===== src/rtl/clint_axi.sv =====
// Single-hart core-local interruptor on an AXI4 slave port.
// Holds msip, mtimecmp and the free-running mtime counter.
module clint_axi #(
  parameter int TIMER_DIV = 1,
  parameter int OFFSET_W  = 16
) (
  input  logic        clk,
  input  logic        reset,
  input  logic        s_awvalid,
  output logic        s_awready,
  input  logic [31:0] s_awaddr,
  input  logic        s_wvalid,
  output logic        s_wready,
  input  logic [63:0] s_wdata,
  input  logic [7:0]  s_wstrb,
  input  logic        s_wlast,
  output logic        s_bvalid,
  input  logic        s_bready,
  output logic [1:0]  s_bresp,
  input  logic        s_arvalid,
  output logic        s_arready,
  input  logic [31:0] s_araddr,
  output logic        s_rvalid,
  input  logic        s_rready,
  output logic [63:0] s_rdata,
  output logic [1:0]  s_rresp,
  output logic        s_rlast,
  output logic [63:0] mtime,
  output logic        timer_intr,
  output logic        sftwr_intr
);

  localparam int PW = (TIMER_DIV > 1) ? $clog2(TIMER_DIV) : 1;
  localparam int AW = OFFSET_W - 3;
  localparam logic [AW-1:0] A_MSIP = AW'(32'h0000_0000 >> 3);
  localparam logic [AW-1:0] A_CMP  = AW'(32'h0000_4000 >> 3);
  localparam logic [AW-1:0] A_TIME = AW'(32'h0000_BFF8 >> 3);

  logic          r_aw_held;
  logic          r_w_held;
  logic [AW-1:0] r_aw_word;
  logic [63:0]   r_wdata;
  logic [7:0]    r_wstrb;
  logic          r_bvalid;
  logic [1:0]    r_bresp;
  logic          r_rvalid;
  logic [63:0]   r_rdata;
  logic [1:0]    r_rresp;
  logic          r_msip;
  logic [63:0]   r_mtimecmp;
  logic [63:0]   r_mtime;
  logic [PW-1:0] r_presc;
  logic          r_timer_intr;
  logic          r_sftwr_intr;

  logic          w_aw_hs;
  logic          w_w_hs;
  logic          w_ar_hs;
  logic          w_commit;
  logic          w_tick;
  logic          w_wr_msip;
  logic          w_wr_cmp;
  logic          w_wr_time;
  logic [1:0]    w_wr_resp;
  logic [63:0]   w_bmask;
  logic [63:0]   w_mtime_inc;
  logic [AW-1:0] w_ar_word;
  logic [63:0]   w_rd_val;
  logic [1:0]    w_rd_resp;
  logic          w_unused;

  assign s_awready  = !r_aw_held && !r_bvalid;
  assign s_wready   = !r_w_held && !r_bvalid;
  assign s_bvalid   = r_bvalid;
  assign s_bresp    = r_bresp;
  assign s_arready  = !r_rvalid;
  assign s_rvalid   = r_rvalid;
  assign s_rdata    = r_rdata;
  assign s_rresp    = r_rresp;
  assign s_rlast    = r_rvalid;
  assign mtime      = r_mtime;
  assign timer_intr = r_timer_intr;
  assign sftwr_intr = r_sftwr_intr;

  // Upper address bits are pre-decoded by the interconnect.
  assign w_unused = ^{s_wlast, s_awaddr[31:OFFSET_W], s_awaddr[2:0],
                      s_araddr[31:OFFSET_W], s_araddr[2:0]};

  assign w_aw_hs  = s_awvalid && s_awready;
  assign w_w_hs   = s_wvalid && s_wready;
  assign w_ar_hs  = s_arvalid && s_arready;
  assign w_commit = r_aw_held && r_w_held;
  assign w_tick   = (r_presc == PW'(TIMER_DIV - 1));

  assign w_wr_msip = w_commit && (r_aw_word == A_MSIP);
  assign w_wr_cmp  = w_commit && (r_aw_word == A_CMP);
  assign w_wr_time = w_commit && (r_aw_word == A_TIME);
  assign w_wr_resp = ((r_aw_word == A_MSIP) || (r_aw_word == A_CMP) ||
                      (r_aw_word == A_TIME)) ? 2'b00 : 2'b10;

  assign w_mtime_inc = w_tick ? r_mtime + 64'd1 : r_mtime;
  assign w_ar_word   = s_araddr[OFFSET_W-1:3];

  always_comb begin
    w_bmask = '0;
    for (int k = 0; k < 8; k++) begin
      w_bmask[8*k +: 8] = {8{r_wstrb[k]}};
    end
  end

  always_comb begin
    w_rd_val  = '0;
    w_rd_resp = 2'b00;
    unique case (1'b1)
      (w_ar_word == A_MSIP): w_rd_val = {63'd0, r_msip};
      (w_ar_word == A_CMP):  w_rd_val = r_mtimecmp;
      (w_ar_word == A_TIME): w_rd_val = r_mtime;
      default:               w_rd_resp = 2'b10;
    endcase
  end

  always_ff @(posedge clk) begin
    if (reset) begin
      r_aw_held    <= 1'b0;
      r_w_held     <= 1'b0;
      r_aw_word    <= '0;
      r_wdata      <= '0;
      r_wstrb      <= '0;
      r_bvalid     <= 1'b0;
      r_bresp      <= 2'b00;
      r_rvalid     <= 1'b0;
      r_rdata      <= '0;
      r_rresp      <= 2'b00;
      r_msip       <= 1'b0;
      r_mtimecmp   <= '1;
      r_mtime      <= '0;
      r_presc      <= '0;
      r_timer_intr <= 1'b0;
      r_sftwr_intr <= 1'b0;
    end else begin
      if (w_aw_hs) begin
        r_aw_held <= 1'b1;
        r_aw_word <= s_awaddr[OFFSET_W-1:3];
      end
      if (w_w_hs) begin
        r_w_held <= 1'b1;
        r_wdata  <= s_wdata;
        r_wstrb  <= s_wstrb;
      end
      if (w_commit) begin
        r_aw_held <= 1'b0;
        r_w_held  <= 1'b0;
        r_bvalid  <= 1'b1;
        r_bresp   <= w_wr_resp;
      end else if (r_bvalid && s_bready) begin
        r_bvalid <= 1'b0;
      end

      if (w_ar_hs) begin
        r_rvalid <= 1'b1;
        r_rdata  <= w_rd_val;
        r_rresp  <= w_rd_resp;
      end else if (r_rvalid && s_rready) begin
        r_rvalid <= 1'b0;
      end

      r_presc <= w_tick ? '0 : r_presc + PW'(1);
      // Written bytes override the tick; the rest keep counting.
      r_mtime <= w_wr_time ? ((w_mtime_inc & ~w_bmask) | (r_wdata & w_bmask))
                           : w_mtime_inc;
      if (w_wr_cmp) begin
        r_mtimecmp <= (r_mtimecmp & ~w_bmask) | (r_wdata & w_bmask);
      end
      if (w_wr_msip && r_wstrb[0]) begin
        r_msip <= r_wdata[0];
      end

      r_timer_intr <= (r_mtime >= r_mtimecmp);
      r_sftwr_intr <= r_msip;
    end
  end

endmodule


===== config.mk =====
export PLATFORM = sky130hd
export DESIGN_NAME = clint_axi
export DESIGN_NICKNAME = d
export VERILOG_FILES = /design/src/rtl/clint_axi.sv
export SDC_FILE = /design/constraint.sdc
export NUM_CORES = 1
export LEC_CHECK = 0
export BUFFER_PORTS_ARGS = -buffer_cell sky130_fd_sc_hd__buf_2
export CAP_MARGIN = 20
export CELL_PAD_IN_SITES_DETAIL_PLACEMENT = 0
export CELL_PAD_IN_SITES_GLOBAL_PLACEMENT = 2
export CORE_AREA = 2 2 218 220
export CTS_CLUSTER_SIZE = 25
export DETAILED_ROUTE_END_ITERATION = 10
export DIE_AREA = 0 0 220 222
export PLACE_DENSITY_LB_ADDON = 0.1
export SYNTH_ARGS = -nofsm -noshare
export SYNTH_HDL_FRONTEND = slang
export SYNTH_SLANG_ARGS = --single-unit

===== constraint.sdc =====
create_clock -name clk -period 2 [get_ports clk]
set_input_delay 0.1 -clock clk [delete_from_list [all_inputs] [get_ports clk]]
set_output_delay 0.1 -clock clk [all_outputs]
set_load 0.01 [all_outputs]

[Word level (Yosys, flattened, before mapping)]
Index checks and enable logic that the tools add are counted.
Operators by class
  equality and inequality tests: 4
  reductions and logical operators: 25
  bitwise operators: 7
  $lt $le $gt $ge: 1
  muxes and demuxes: 9
  shift operators: 0
  add/sub/neg operators: 2
  $mul: 0
  div/mod/pow operators: 0
Operators with widths (number)
  64-bit bitwise AND: 3
  64-bit one-hot mux with 3 select lines: 1
  64-bit two-way mux: 2
  64-bit OR: 2
  64-bit by 1-bit adder with 64-bit output (second input constant): 1
  64-bit greater-or-equal comparator: 1
  64-bit NOT: 1
  13-bit by 12-bit equality test with 1-bit output (second input constant): 2
  13-bit equality test (second input constant): 2
  13-bit zero test: 2
  1-bit logical AND: 12
  1-bit zero test: 4
  1-bit two-way mux: 4
  2-bit two-way mux: 2
  2-bit nonzero test: 2
  2-bit OR reduction: 2
  3-bit OR reduction: 1
  1-bit logical OR: 2
  1-bit adder (second input constant): 1
  1-bit NOT: 1
Storage, ports and cells
  latch bits: 0
  output and inout bits: 140
  register bits: 289
  memories: 0
  logic and storage cells: 64
  bits in writable memories: 0
  bits in read-only memories: 0
  bits of input ports: 144

[Longest topological paths before layout]
  depth after elaboration: 5
  mapped depth: 8
  gate-level depth less buffers: 8

[Least setup slack after synthesis]
Ideal clock, no wire load.
  kind: register to register
  from: register r_mtime[25], in the netlist mtime[25]
  to: register r_mtime[62], in the netlist mtime[62]
  cell stages (with the launch flop): 8
  buffers on the path: 1
  setup slack: -0.234 ns
  clock period less this slack: 2.234 ns
  required time: 1.883 ns
  arrival time: 2.117 ns
  library setup time: 0.117 ns
  cells stage by stage: dfxtp_1 > nand3_2 > or4_4 > or3_1 > buf_6 > nor4_2 > xor2_1 > a22o_1
On the way
  longest elaborated chain between the ends: 5
RTL lines
  start: declaration: line 51  | logic [63:0] r_mtime;
  start signal: assignment: line 169  | r_mtime <= w_wr_time ? ((w_mtime_inc & ~w_bmask) | (r_wdata & w_bmask))
  64-bit by 1-bit adder with 64-bit output *: line 101  | assign w_mtime_inc = w_tick ? r_mtime + 64'd1 : r_mtime;
  64-bit two-way mux *: line 101
  64-bit bitwise AND: line 169
  64-bit OR: line 169
  64-bit two-way mux *: line 169
Mark *: on every way between the ends. The rest lies on a longest branch, timed or not.
A chain may end at the register's enable or synchronous reset.

[Final worst setup path]
  from: register r_mtime[12], in the netlist mtime[12]
  to: register r_timer_intr, in the netlist timer_intr
On the way
  longest elaborated chain between the ends: 1
RTL lines
  64-bit greater-or-equal comparator: line 178  | r_timer_intr <= (r_mtime >= r_mtimecmp);
  end signal: assignment: line 178
  end: declaration: line 53  | logic r_timer_intr;
No other way between the ends.

==> metrics.txt <==
total power 14.0 mW; synthesized cell area 13400 sq um; fin crit share 110%; CP arrival 2.63 ns; Buf/Inv on CP 1; Tmin final 2.21 ns; Initial Utilization 29.0%; min setup slack post-route -0.206 ns; die width 220 um; CTS tree yes; DP Wirelength 34600 um; post-synthesis cell count 1659; final antenna-violating net count 0; Max Cap Violations 0; Placer Congestion 0.802; largest net degree at the start of global routing 83; # IOs 284; # setup viols final 15; Fillers 4737; first-pass GRT wire length 77300 um; clock skew 0.0165 ns; Iter 0 DRT Violations 771; crit-path max FO 3; H-tree levels 2; final net count 2359; Avg Vias per Cell 4.81; vias in the first global route 13393; CTS Sinks 287; number of cells on the worst reg-to-reg path 8; #FFs+latches synth 287; Yosys top cell area share 42.9%; Placement Cell Area 16800 sq um; power per cell area 711 nW/um^2; final WL 49800 um; critical path's largest stage delay 0.40 ns; All-Layer GR Usage 20.2%; drt drc 0; post-layout util 42.6%; antenna cells 0; LEAKAGE 9.38 nW; initial antenna violation count 0; share of layout cells above drive strength 1 29.1%; Placement Rows 79; area delta synth->final 47.2%; multi-input logic area 7560 sq um; worst-path cell chain ha_4, nand4_1, buf_4, nor2_1, a221o_1, o31a_1, a2111oi_4, o41ai_2; area leader, netlist dfxtp_1; ys flop type dfxtp_1; Worst Hold Depth 5; die height 222 um; violated checks setup timing; sequential area share after synthesis 42.9%; clk slew on worst S/H paths 0.06 ns; ranking of synthesized cells by area dfxtp_1 43%, nand2_1 9.9%, ha_1 6.1%, a21oi_1 4.3%, a221oi_1 4.1%; clk root buf clkbuf_16; drt wl/cell 17.9 um; Seq. cell area 5810 sq um; final-report hold violation count 0; synth warn 0; final slew viol count 0; synthesized area per cell 8.08 sq um; die area 48800 sq um; CTS buffer count 37; Port Buffers 242; Post-synth EDFFs 0; Max VDD drop 398 uV; worst-margin pin slew 0.696 ns; Tightest Hold Check Type in -> reg; clock latency reported for the late side of the worst-skew pair 0.55 ns; drt pass-1 iters 5; CORE AREA 46300 sq um; RSZ-0062 raised after global routing yes; startpoint class of the critical path register; library cells used by synthesis 54; Design Area, Final 19700 sq um; clock tree buffer depth 3; outcome complete, but fails checks; Worst path top cell family by delay compound AO/OA/AOI/OAI gates; ys async rst share 0%; number of cells on the critical path 8; Fmax 453 MHz; Crit path required time 2.42 ns; Crit Path Category reg -> reg; Congestion Overflow GR 0; Critical Path End Type register; DR vias 13378; slowest stage cell, crit path dfxtp_1; Worst R2R Setup Slack -0.21 ns; slew margin rel. 53.6%
-- worst register-to-register path, stage by stage (launching register included) --
cell,delay (ns)
dfxtp_1,0.40
ha_4,0.22
nand4_1,0.11
buf_4,0.14
nor2_1,0.04
a221o_1,0.33
o31a_1,0.34
a2111oi_4,0.38
o41ai_2,0.13
-- through the flow --
| step | TNS [ns] | hold WS [ns] | setup WS (ns) | instances |
|---|---|---|---|---|
| after floorplan | -0.0460 | 0.199 | -0.0339 | 1661 |
| after global placement | -4.18 | 0.281 | -0.562 | 2609 |
| after detailed placement | -4.39 | 0.287 | -0.570 | 2609 |
| after CTS | -1.42 | 0.0107 | -0.194 | 2772 |
| after global routing | -6.36 | 0.0264 | -0.292 | 2779 |
| final | -0.985 | 0.0398 | -0.206 | 2779 |
-- cells by family after synthesis --
kind of cell    after synthesis  synth area share (%)
xor+xnor                     63                  4.12
fa+ha+maj                    65                  6.07
buf+inv                     177                  5.17
other cells                   1                0.0280
simple gates                788                  27.6
mux                           4                 0.299
compound gates              274                  13.8
flops                       287                  42.9
-- cells in the final DEF (no fill, tap or decap), types with 53 or more instances in the layout --
cell type,n
dfxtp_1,259
nor2_1,139
nand3b_1,58
nand2_1,348
buf_4,183
buf_2,241
dlygate4sd3_1,88
ha_1,53
inv_1,71
a21oi_1,114
nor3_1,68
a221oi_1,63
-- final timing paths --
check | from | end
worst max-delay path | mtime[12] | timer_intr
worst min-delay path | s_araddr[14] | s_rdata[0]
worst max register to register | mtime[12] | timer_intr
worst min register to register | s_rresp[1] | s_rresp[1]
-- power breakdown --
part / internal, mW / switching [mW] / leakage, nW
clock network: 4.02 / 2.64 / 0.580
registers: 5.93 / 0.178 / 2.35
logic: 0.559 / 0.692 / 6.45
total: 10.5 / 3.51 / 9.38
-- synth_stat cells (all sizes together) (2+ instances only) --
cell / count
a211o: 8
a211oi: 52
a21o: 4
a21oi: 115
a221o: 2
a221oi: 63
a22o: 8
and2: 13
and3: 22
and3b: 2
and4: 2
buf: 11
clkbuf: 92
dfxtp: 287
ha: 65
inv: 74
mux2i: 4
nand2: 353
nand2b: 4
nand3: 37
nand3b: 58
nand4: 30
nand4b: 3
nor2: 146
nor2b: 5
nor3: 78
nor4: 31
o21ai: 14
or3: 2
xnor2: 38
xor2: 25
-- layer usage --
| metal | vias to the layer above | share of wire (%) | track usage, % |
|---|---|---|---|
| met5 | - | 0 | 0 |
| met4 | 0 | 2.1 | 5.48 |
| met3 | 54 | 4.1 | 2.95 |
| met2 | 254 | 47 | 33.5 |
| met1 | 6320 | 47 | 27.3 |
| li1 | 6750 | - | - |
-- final cells by class --
type,count,area share [%]
multi-input cells,1197,38.3
inverters,74,1.41
flip-flops and latches,287,29.4
clock buffers,51,5.48
well taps,607,3.85
clock inverters,10,0.571
repair buffers,553,20.9
-- repair_timing --
| item | 4_1_cts | 5_1_grt |
|---|---|---|
| endpoints found under the setup margin | 32 | 63 |
| buffers inserted | 14 | 5 |
| hold buffers | 88 | 0 |
| endpoints found under the hold margin | 87 | 0 |
| pin swaps | 25 | 17 |
| gates resized for setup | 84 | 42 |
| cloned | 1 | 2 |
Power figures use the tool's default switching activity.
